## src/rtl/if_stage_pkg.sv

```systemverilog
// Shared constants and bus layouts for the fetch stage and its decode-side consumer.
// Decode unpacks fs_to_ds_bus and packs br_collect using the same widths.
package if_stage_pkg;

  localparam logic [31:0] RESET_PC        = 32'h1c000000;
  localparam int          MAX_OUTSTANDING = 2;
  localparam int          FS_TO_DS_BUS_W  = 64;
  localparam int          BR_COLLECT_W    = 33;

  localparam logic [1:0]  SIZE_BYTE = 2'd0;
  localparam logic [1:0]  SIZE_HALF = 2'd1;
  localparam logic [1:0]  SIZE_WORD = 2'd2;

  typedef struct packed {
    logic [31:0] inst;
    logic [31:0] pc;
  } fs_to_ds_bus_t;

  typedef struct packed {
    logic        taken;
    logic [31:0] target;
  } br_collect_t;

endpackage

```

## src/rtl/if_stage.sv

```systemverilog
// Instruction fetch: pre-IF request over an SRAM-like interface, one IF entry,
// a holding buffer for decode back-pressure and a discard counter for wrong-path data.
module if_stage
  import if_stage_pkg::*;
#(
  parameter logic [31:0] RESET_PC        = if_stage_pkg::RESET_PC,
  parameter int          MAX_OUTSTANDING = if_stage_pkg::MAX_OUTSTANDING
) (
  input  logic                      clk,
  input  logic                      reset,
  input  logic                      ds_allowin,
  input  logic [BR_COLLECT_W-1:0]   br_collect,
  output logic                      fs_to_ds_valid,
  output logic [FS_TO_DS_BUS_W-1:0] fs_to_ds_bus,
  output logic                      inst_sram_req,
  output logic                      inst_sram_wr,
  output logic [1:0]                inst_sram_size,
  output logic [3:0]                inst_sram_wstrb,
  output logic [31:0]               inst_sram_addr,
  output logic [31:0]               inst_sram_wdata,
  input  logic                      inst_sram_addr_ok,
  input  logic                      inst_sram_data_ok,
  input  logic [31:0]               inst_sram_rdata
);

  localparam int CNT_W = $clog2(MAX_OUTSTANDING + 1);

  br_collect_t      br;
  fs_to_ds_bus_t    bus;
  logic [31:0]      pf_pc;
  logic [31:0]      fs_pc;
  logic [31:0]      inst_buf;
  logic [31:0]      br_buf_target;
  logic             fs_valid;
  logic             inst_buf_valid;
  logic             br_buf_valid;
  logic [CNT_W-1:0] discard_cnt;

  logic [31:0]      nextpc;
  logic [31:0]      fs_inst;
  logic             br_kill;
  logic             data_hit;
  logic             fs_ready_go;
  logic             fs_allowin;
  logic             pf_hs;
  logic             ds_hs;
  logic             disc_inc;
  logic             disc_dec;

  assign br       = br_collect;
  assign br_kill  = br.taken;
  assign nextpc   = br.taken     ? br.target     :
                    br_buf_valid ? br_buf_target : pf_pc;

  // data_ok only belongs to the current entry once every stale response is drained
  assign data_hit    = inst_sram_data_ok && (discard_cnt == '0);
  assign fs_ready_go = fs_valid && (inst_buf_valid || data_hit);
  assign fs_allowin  = !fs_valid || (fs_ready_go && ds_allowin) || br_kill;
  assign pf_hs       = inst_sram_req && inst_sram_addr_ok;
  assign ds_hs       = fs_to_ds_valid && ds_allowin;

  assign disc_inc = br_kill && fs_valid && !inst_buf_valid && !data_hit;
  assign disc_dec = inst_sram_data_ok && (discard_cnt != '0);

  assign fs_inst = inst_buf_valid ? inst_buf : inst_sram_rdata;
  assign bus     = '{inst: fs_inst, pc: fs_pc};

  assign fs_to_ds_valid = !reset && fs_valid && fs_ready_go && !br_kill;
  assign fs_to_ds_bus   = reset ? '0 : bus;

  assign inst_sram_req   = !reset && fs_allowin;
  assign inst_sram_wr    = 1'b0;
  assign inst_sram_size  = SIZE_WORD;
  assign inst_sram_wstrb = 4'd0;
  assign inst_sram_addr  = nextpc;
  assign inst_sram_wdata = 32'd0;

  always_ff @(posedge clk) begin
    if (reset) begin
      pf_pc          <= RESET_PC;
      fs_pc          <= 32'd0;
      inst_buf       <= 32'd0;
      br_buf_target  <= 32'd0;
      fs_valid       <= 1'b0;
      inst_buf_valid <= 1'b0;
      br_buf_valid   <= 1'b0;
      discard_cnt    <= '0;
    end else begin
      if (pf_hs) begin
        // an accepted request in a kill cycle already fetched the redirect target
        fs_valid     <= 1'b1;
        fs_pc        <= nextpc;
        pf_pc        <= nextpc + 32'd4;
        br_buf_valid <= 1'b0;
      end else begin
        if (br.taken) begin
          br_buf_valid  <= 1'b1;
          br_buf_target <= br.target;
        end
        if (br_kill || ds_hs) begin
          fs_valid <= 1'b0;
        end
      end

      if (pf_hs || br_kill || ds_hs) begin
        inst_buf_valid <= 1'b0;
      end else if (data_hit && fs_valid && !inst_buf_valid && !ds_allowin) begin
        inst_buf_valid <= 1'b1;
        inst_buf       <= inst_sram_rdata;
      end

      if (disc_inc && !disc_dec && (discard_cnt != CNT_W'(MAX_OUTSTANDING))) begin
        discard_cnt <= discard_cnt + CNT_W'(1);
      end else if (!disc_inc && disc_dec) begin
        discard_cnt <= discard_cnt - CNT_W'(1);
      end
    end
  end

  always_ff @(posedge clk) begin
    if (!reset) begin
      assert (!(disc_inc && !disc_dec && (discard_cnt == CNT_W'(MAX_OUTSTANDING))));
    end
  end

endmodule
```

## config.mk

```make
export PLATFORM = sky130hd
export DESIGN_NAME = if_stage
export DESIGN_NICKNAME = d
export VERILOG_FILES = /design/src/rtl/if_stage_pkg.sv /design/src/rtl/if_stage.sv
export SDC_FILE = /design/constraint.sdc
export NUM_CORES = 1
export LEC_CHECK = 0
export ABC_CLOCK_PERIOD_IN_PS = 5300
export CAP_MARGIN = 20
export CORE_AREA = 2 2 120 122
export DETAILED_ROUTE_END_ITERATION = 7
export DIE_AREA = 0 0 122 124
export PLACE_DENSITY = 0.84
export SLEW_MARGIN = 20
export SYNTH_ARGS = -nofsm -noshare
export SYNTH_HDL_FRONTEND = slang
export SYNTH_SLANG_ARGS = --single-unit
```

## constraint.sdc

```tcl
create_clock -name clk -period 5.3 [get_ports clk]
set_input_delay 0.795 -clock clk [delete_from_list [all_inputs] [get_ports clk]]
set_output_delay 0.795 -clock clk [all_outputs]
set_load 0.005 [all_outputs]
```

* Yosys cells after proc, flatten, opt, wreduce, memory -nomap -nowiden
Index checks and enable logic that the tools add are counted.
** Word-level totals
- Flip-flop bits (word level) :: 133
- Bits of input ports :: 70
- Output and inout bits :: 137
** Cells by class
- $add $sub $neg :: 3
- Eq/ne operators :: 1
- Mux-type cells :: 8
- Bitwise gates (word level) :: 2
- Reductions and logical operators :: 41
** Operator list (number)
- 32-bit 2-to-1 mux :: 3
- 64-bit 2-to-1 mux :: 1
- 32-bit by 3-bit adder with 32-bit output, second input constant :: 1
- 1-bit logical AND :: 19
- 1-bit logical NOT :: 8
- 1-bit logical OR :: 6
- 2-bit nonzero test :: 3
- 2-bit 2-to-1 mux :: 2
- 2-bit AND reduction :: 2
- 2-bit OR reduction :: 2
- 2-bit by 1-bit adder with 2-bit output, second input constant :: 1
- 2-bit logical NOT :: 1
- 1-bit 2-to-1 mux :: 2
- 2-bit inequality test, second input constant :: 1
- 1-bit inverter :: 2
- 2-bit by 1-bit subtractor with 2-bit output, second input constant :: 1

* Logic depth before layout (Yosys ltp)
Gate-level depths: netlist (run 1).
- Word-level depth :: 13
- Mapped depth :: 13

* Worst setup path before layout (run 1)
OpenSTA, ideal clock, no wires.
- Path kind :: input-to-reg
- Start :: input port br_collect[32]
- End :: register pf_pc[20]
- Arrival :: 3.530 ns
- Data required time :: 5.226 ns
- Slack :: 1.696 ns
- Stages :: 12
- Path buffers :: 5
- Cell sequence :: buf_6 clkbuf_1 buf_2 clkbuf_1 clkbuf_1 nand2_1 o21ai_0 ha_1 nand3_1 or4b_4 or3_1 a31oi_1
** Between the ends
- Elaborated cells between the ends (all ways) :: 5
** RTL lines
- start, declared :: line if_stage.sv:12 : input logic [BR_COLLECT_W-1:0] br_collect,
- 32-bit 2-to-1 mux :: line if_stage.sv:52 : assign nextpc = br.taken ? br.target :
- via inst_sram_addr[3] :: line if_stage.sv:19 : output logic [31:0] inst_sram_addr,
- 32-bit by 3-bit adder with 32-bit output :: line if_stage.sv:93 : pf_pc <= nextpc + 32'd4;
- end signal, assigned :: line if_stage.sv:93
- end, declared :: line if_stage.sv:30 : logic [31:0] pf_pc;
The timed path passes the listed nets, and every way through them passes these cells.
A chain may end at the register's enable or synchronous reset.

* Worst setup path after layout (run 1)
- Start :: input port br_collect[32]
- End :: output port inst_sram_addr[14]
** Between the ends
- Word-level cells in the longest chain between the ends :: 1
** Ends and longest elaborated chain (line)
- 32-bit 2-to-1 mux :: if_stage.sv:52
- end, declared :: if_stage.sv:19
Every way passes these cells.

==> metrics.txt, run 1 <==
worst setup margin=1610 ps; Pwr Total=between 0.002 and 0.003 W; worst min path class=flop to flop; layout cells sized above 1=7.05%; Seq cells post-synth=131; Rows=43; RSZ-0062 raised after global routing=no; critical path's slowest cell=clkdlybuf4s50_1; most frequent cells in the layout=212 x nand2_1, 165 x clkdlybuf4s50_1, 129 x dfxtp_1; FF-to-FF End=pf_pc[27]$_SDFFE_PP1P_; post-cts gate resize count=0; TritonCTS clock tree=built; Final Hold Viols=0; CP Max Fanout=44; die height=roughly 120 microns; drt total wl=approximately 19000 microns; critical path class=input port to primary output; nets=1080; CP peak stage delay=roughly 630 ps; setup bufs post-CTS=0; I/O pin cnt=207; vias in the first global route=5948; Root Buffer=clkbuf_16; final slew viol count=0; Worst EP required=4510 ps; n_diodes=0; WHS Path Cells=2; Congestion Overflow GR=0; cell area after synthesis=6820 sq um; DRT Pass-1 Iters=5; starting density of the core=49.7%; H-tree depth=4; setup TNS=0 ps; # DRC=0; # fillers=1127; register area share after synthesis=38.4%; Mean Syn Cell Area=between 7 and 8 sq um; dpl hpwl=12400 microns; flop2flop setup slack=about 1800 ps; routed vias/inst=5.41; PwrDens=325 nW/um^2; total track usage=24.9%; # hold bufs at CTS=0; Final period util=69.6%; Register Area=2630 sq um; commonest non-fill, non-tap cell in the layout=nand2_1; area of the multi-input gates=3750 sq um; routed vias=6500; CP endpoint kind=primary output; ANT nets after route=0; LEAKAGE=3.35 nW; Synth async-reset ratio=0%; Layout area overhead=33.5%; Max Buffers Root-to-Sink=2; Worst Path Arrival=2890 ps; worst-margin pin slew=1130 ps; post-synthesis cell type count=56; fmax=between 0.2 and 0.3 GHz; Die W=122 microns; status=finished, final reports clean; hold path endpoint=br_buf_target[10]$_SDFFE_PP0P_; die area=15100 sq um; Placeable Area=between 10000 and 15000 sq um; clock skew=just under 7 ps; CP cell instances=buf_2 > buf_4 > nand2_1 > o21ai_1 > clkdlybuf4s50_1; hold_sp=br_buf_target[10]$_SDFFE_PP0P_; endpoints failing setup=0; top_reg_cell synth=dfxtp_1; number of synthesized flops with an enable pin=0; TritonCTS buffer count=17; CTS Sinks=131; Syn Inst Count=878; IR Drop Worst-Case VDD=0.200 mV; # port buffers=approximately 170; final worst path period need=3690 ps; Worst Setup Slack post-DPL=1440 ps; Reg clk slew, reported paths=approximately 60 ps; max cap viols=0; largest net degree at the start of global routing=74; synthesis warning total=0; initial antenna violation count=0; DRT iter0 DRCs=477; Placer Congestion=0.839; reg2reg path depth=7; CP Launch Type=input port; Wirelength per Cell=~16 microns; first-pass GRT wire length=29700 microns; clk_lat worst skew=420 ps; Hold WS=454 ps; Worst slew margin=23.9%; worst r2r src=br_buf_valid$_SDFFE_PP0P_
worst max-delay path: cells and delay by family:
family	cells	cell delay (ps)
AND/OR/NAND/NOR	1	80
buffers and inverters	3	1630
AO/OA/AOI/OAI	1	340
metrics by stage:
step | area (sq um) | utilization, % | cells
floorplan | 6960 | - | 915
CTS | 9100 | 66.3 | 1202
global placement | 8360 | 60.9 | 1170
detailed placement | 8360 | 60.9 | 1170
finish | 9100 | 66.4 | 1202
global route | 9100 | 66.4 | 1202
how the worst max path moves through the flow:
stage / endpoint / startpoint / depth (start not counted) / slack [ps]
6_report: inst_sram_addr[14] / br_collect[32] / 5 / 1610
3_3_place_gp: pf_pc[25]$_SDFFE_PP0P_ / br_collect[32] / 8 / 1560
2_1_floorplan: pf_pc[20]$_SDFFE_PP0P_ / br_collect[32] / 12 / 1700
3_5_place_dp: pf_pc[25]$_SDFFE_PP0P_ / br_collect[32] / 8 / 1440
5_1_grt: inst_sram_addr[14] / br_collect[32] / 5 / 1420
4_1_cts: inst_sram_addr[28] / br_buf_valid$_SDFFE_PP0P_ / 4 / 1640
cell usage after synthesis (3+ instances only):
cell      count  area, sq um
nand2_1     213          800
dfxtp_1     131         2620
a21oi_1      81          405
mux2i_1      65          651
nor2_1       48          180
clkbuf_1     45          169
o21ai_0      41          205
buf_4        39          293
nor2b_1      33          206
nand3_1      17         85.1
nor3_1       16         80.1
o21ai_1      15         75.1
mux2_2       14          158
xnor2_1      10         87.6
buf_1         8         30.0
inv_1         7         26.3
o21a_1        7         52.6
a31oi_1       6         37.5
nand4_1       6         37.5
nor4_1        5         31.3
a311oi_1      4         35.0
buf_2         4         20.0
nand4b_1      4         35.0
or3_1         4         25.0
or4_1         4         30.0
a211oi_1      3         22.5
buf_6         3         33.8
nand2b_1      3         18.8
nor4b_1       3         26.3
cells by family after synthesis:
group,share of synthesized area [%]
other cells,0.110
mux,11.8
xor+xnor,1.41
fa+ha+maj,0.183
flops,38.4
simple gates,24.8
buf+inv,8.80
compound gates,14.4
per-layer routing:
layer,up-vias,wire [microns],track usage [%],share of wire (%)
met5,-,0,0,0
met4,0,456,9.05,2.4
met3,43,1480,6.59,7.9
met2,293,9030,40.8,48
met1,2979,7870,31.6,42
li1,3185,-,-,-
registers in the layout (all words and copies together), names as in the netlist:
name	flops
br_buf_valid	1
fs_valid	1
fs_pc	30
br_buf_target	32
pf_pc	32
discard_cnt	2
inst_buf_valid	1
inst_buf	32
where the power goes:
| part | switching [W] | total, W | leakage (nW) | internal [W] |
|---|---|---|---|---|
| sequential | 0.0000321 | 0.00107 | 1.07 | 0.00104 |
| clock | 0.000443 | 0.00148 | 0.360 | 0.00104 |
| combinational | 0.000207 | 0.000412 | 1.92 | 0.000205 |
| total | 0.000683 | 0.00296 | 3.35 | 0.00228 |
area by class of cell:
| type | instances | area share (%) |
|---|---|---|
| sequential | 131 | 28.8 |
| multi-input combinational | 675 | 41.2 |
| inverter | 8 | 0.330 |
| clock buffer | 18 | 4.82 |
| timing repair buffer | 176 | 19.0 |
| tap | 180 | 2.47 |
| clock inverter | 14 | 3.35 |
Note: power is estimated with default switching activity, not from simulation.
==> run 2, diff against run 1 <==
ABC_CLOCK_PERIOD_IN_PS = 3300   (was 5300)
CORE_AREA = 2 2 129 131   (was 2 2 120 122)
DIE_AREA = 0 0 131 133   (was 0 0 122 124)
PLACE_DENSITY = 0.77   (was 0.84)
clock period = 3.3 ns   (was 5.3 ns; I/O delays follow)
==> metrics.txt, run 2 (synthesis gave the netlist of run 1 again) <==
status=finished, final reports clean; Root Buffer=clkbuf_16; CP Launch Type=flop; clk_lat worst skew=420 ps (about the same); CP Max Fanout=9 (-80%); Crit. Startpoint=br_buf_valid$_SDFFE_PP0P_; Worst EP required=2800 ps (-1710 ps); commonest non-fill, non-tap cell in the layout=nand2_1; largest net degree at the start of global routing=85 (+15%); nets=1115 (+3.2%); worst min path class=flop to flop; routed vias=6522 (+0.34%); first-pass GRT wire length=30300 microns (+1.9%); n_diodes=0 (unchanged); worst setup path end=inst_sram_addr[9]; Max Buffers Root-to-Sink=2 (unchanged); reg2reg path depth=8 (+1); Placer Congestion=0.829 (-1.2%); initial antenna violation count=0 (unchanged); ANT nets after route=0 (unchanged); die area=17400 sq um (+15%); worst-margin pin slew=620 ps (-511 ps); Hold WS=450 ps (-4.28 ps); final worst path period need=2870 ps; Rows=47 (+9.3%); DRT Pass-1 Iters=5 (unchanged); setup bufs post-CTS=0 (unchanged); DRT iter0 DRCs=441 (-7.5%); clock skew=9.31 ps (+2.44 ps); starting density of the core=42.2% (-7.5 points); Die W=131 microns (+7.4%); Congestion Overflow GR=0 (unchanged); drt total wl=19000 microns (+0.93%); final slew viol count=0 (unchanged); TritonCTS clock tree=built; I/O pin cnt=207 (unchanged); Layout area overhead=35.8%; setup TNS=0 ps (unchanged); worst r2r src=br_buf_valid$_SDFFE_PP0P_; routed vias/inst=5.11 (-5.5%); CTS Sinks=131 (unchanged); vias in the first global route=6019 (+1.2%); critical path class=flop to primary output; flop2flop setup slack=490 ps (-1340 ps); layout cells sized above 1=9.66% (+2.6 points); TritonCTS buffer count=17 (unchanged); Worst Path Arrival=2370 ps (-520 ps); dpl hpwl=13300 microns (+7.2%); fmax=~0.35 GHz; area of the multi-input gates=3740 sq um (-0.10%); die height=133 microns (+7.3%); most frequent cells in the layout=213 x nand2_1, 165 x clkdlybuf4s50_1, 129 x dfxtp_1; FF-to-FF End=pf_pc[25]$_SDFFE_PP0P_; CP endpoint kind=primary output; Reg clk slew, reported paths=60 ps (about the same); Final Hold Viols=0 (unchanged); # hold bufs at CTS=0 (unchanged); # DRC=0 (unchanged); PwrDens=459 nW/um^2 (+41%); RSZ-0062 raised after global routing=no; endpoints failing setup=0 (unchanged); Placeable Area=16200 sq um (+18%); Worst slew margin=58.3% (+34 points); LEAKAGE=3.45 nW (+2.9%); Final period util=roughly 87%; post-cts gate resize count=0 (unchanged); largest registers=br_buf_target (32), inst_buf (32), pf_pc (32); # port buffers=167 (unchanged); Register Area=2630 sq um (unchanged); Wirelength per Cell=14.9 microns (-4.9%); IR Drop Worst-Case VDD=0.325 mV (+63%); max cap viols=0 (unchanged); total track usage=21.9% (-3.0 points); H-tree depth=4 (unchanged); # fillers=1527 (+35%)
## run 2: metrics by stage
stage | total power (W) | setup WS, ps | util [%] | std cells | cell area (sq um)
floorplan | 0.00212 | 59.1 | - | 915 | 6960
global placement | 0.00244 | 304 | 53.8 | 1245 | 8690
detailed placement | 0.00245 | 229 | 53.8 | 1245 | 8690
CTS | 0.00429 | 405 | 57.3 | 1276 | 9260
global route | 0.00443 | 269 | 57.3 | 1276 | 9260
finish | 0.00425 | 431 | 57.3 | 1276 | 9260
## run 2: area by class of cell
cell class | instances | area share (%)
clock buffers | 21 | 4.97
clock inverters | 10 | 1.18
inverters | 8 | 0.324
multi-input cells | 675 | 40.4
flip-flops and latches | 131 | 28.3
well taps | 220 | 2.97
repair buffers | 211 | 21.8
## run 2: how the worst min path moves through the flow
stage | endpoint | cells after the start | start | slack, ps
2_1_floorplan | fs_pc[13]$_SDFFE_PP0P_ | 2 | fs_pc[13]$_SDFFE_PP0P_ | 430
3_3_place_gp | fs_pc[20]$_SDFFE_PP0P_ | 2 | fs_pc[20]$_SDFFE_PP0P_ | 440
3_5_place_dp | fs_pc[15]$_SDFFE_PP0P_ | 2 | fs_pc[15]$_SDFFE_PP0P_ | 440
4_1_cts | fs_pc[15]$_SDFFE_PP0P_ | 2 | fs_pc[15]$_SDFFE_PP0P_ | 450
5_1_grt | br_buf_target[5]$_SDFFE_PP0P_ | 2 | br_buf_target[5]$_SDFFE_PP0P_ | 470
6_report | br_buf_target[8]$_SDFFE_PP0P_ | 2 | br_buf_target[8]$_SDFFE_PP0P_ | 450
## run 2: where the power goes
group	leakage (nW)	internal, W	switching (W)
registers	1.07	0.00167	0.0000406
logic	2.10	0.000365	0.000350
clock network	0.278	0.00114	0.000691
total	3.45	0.00317	0.00108
## run 2: per-layer routing
metal	part of all wire, %	track usage [%]	routed length (microns)	vias to the layer above
li1	-	-	-	3240
met1	45	28.7	8520	3014
met2	45	34.4	8600	242
met3	8.5	6.23	1610	26
met4	1.5	7.45	290	0
met5	0	0	0	-
## run 2: critical path, stage by stage (launching register included)
cell	delay [ps]
dfxtp_2	520
buf_4	210
mux2_2	330
mux2i_1	230
buf_4	190
inv_1	40
clkdlybuf4s50_1	430
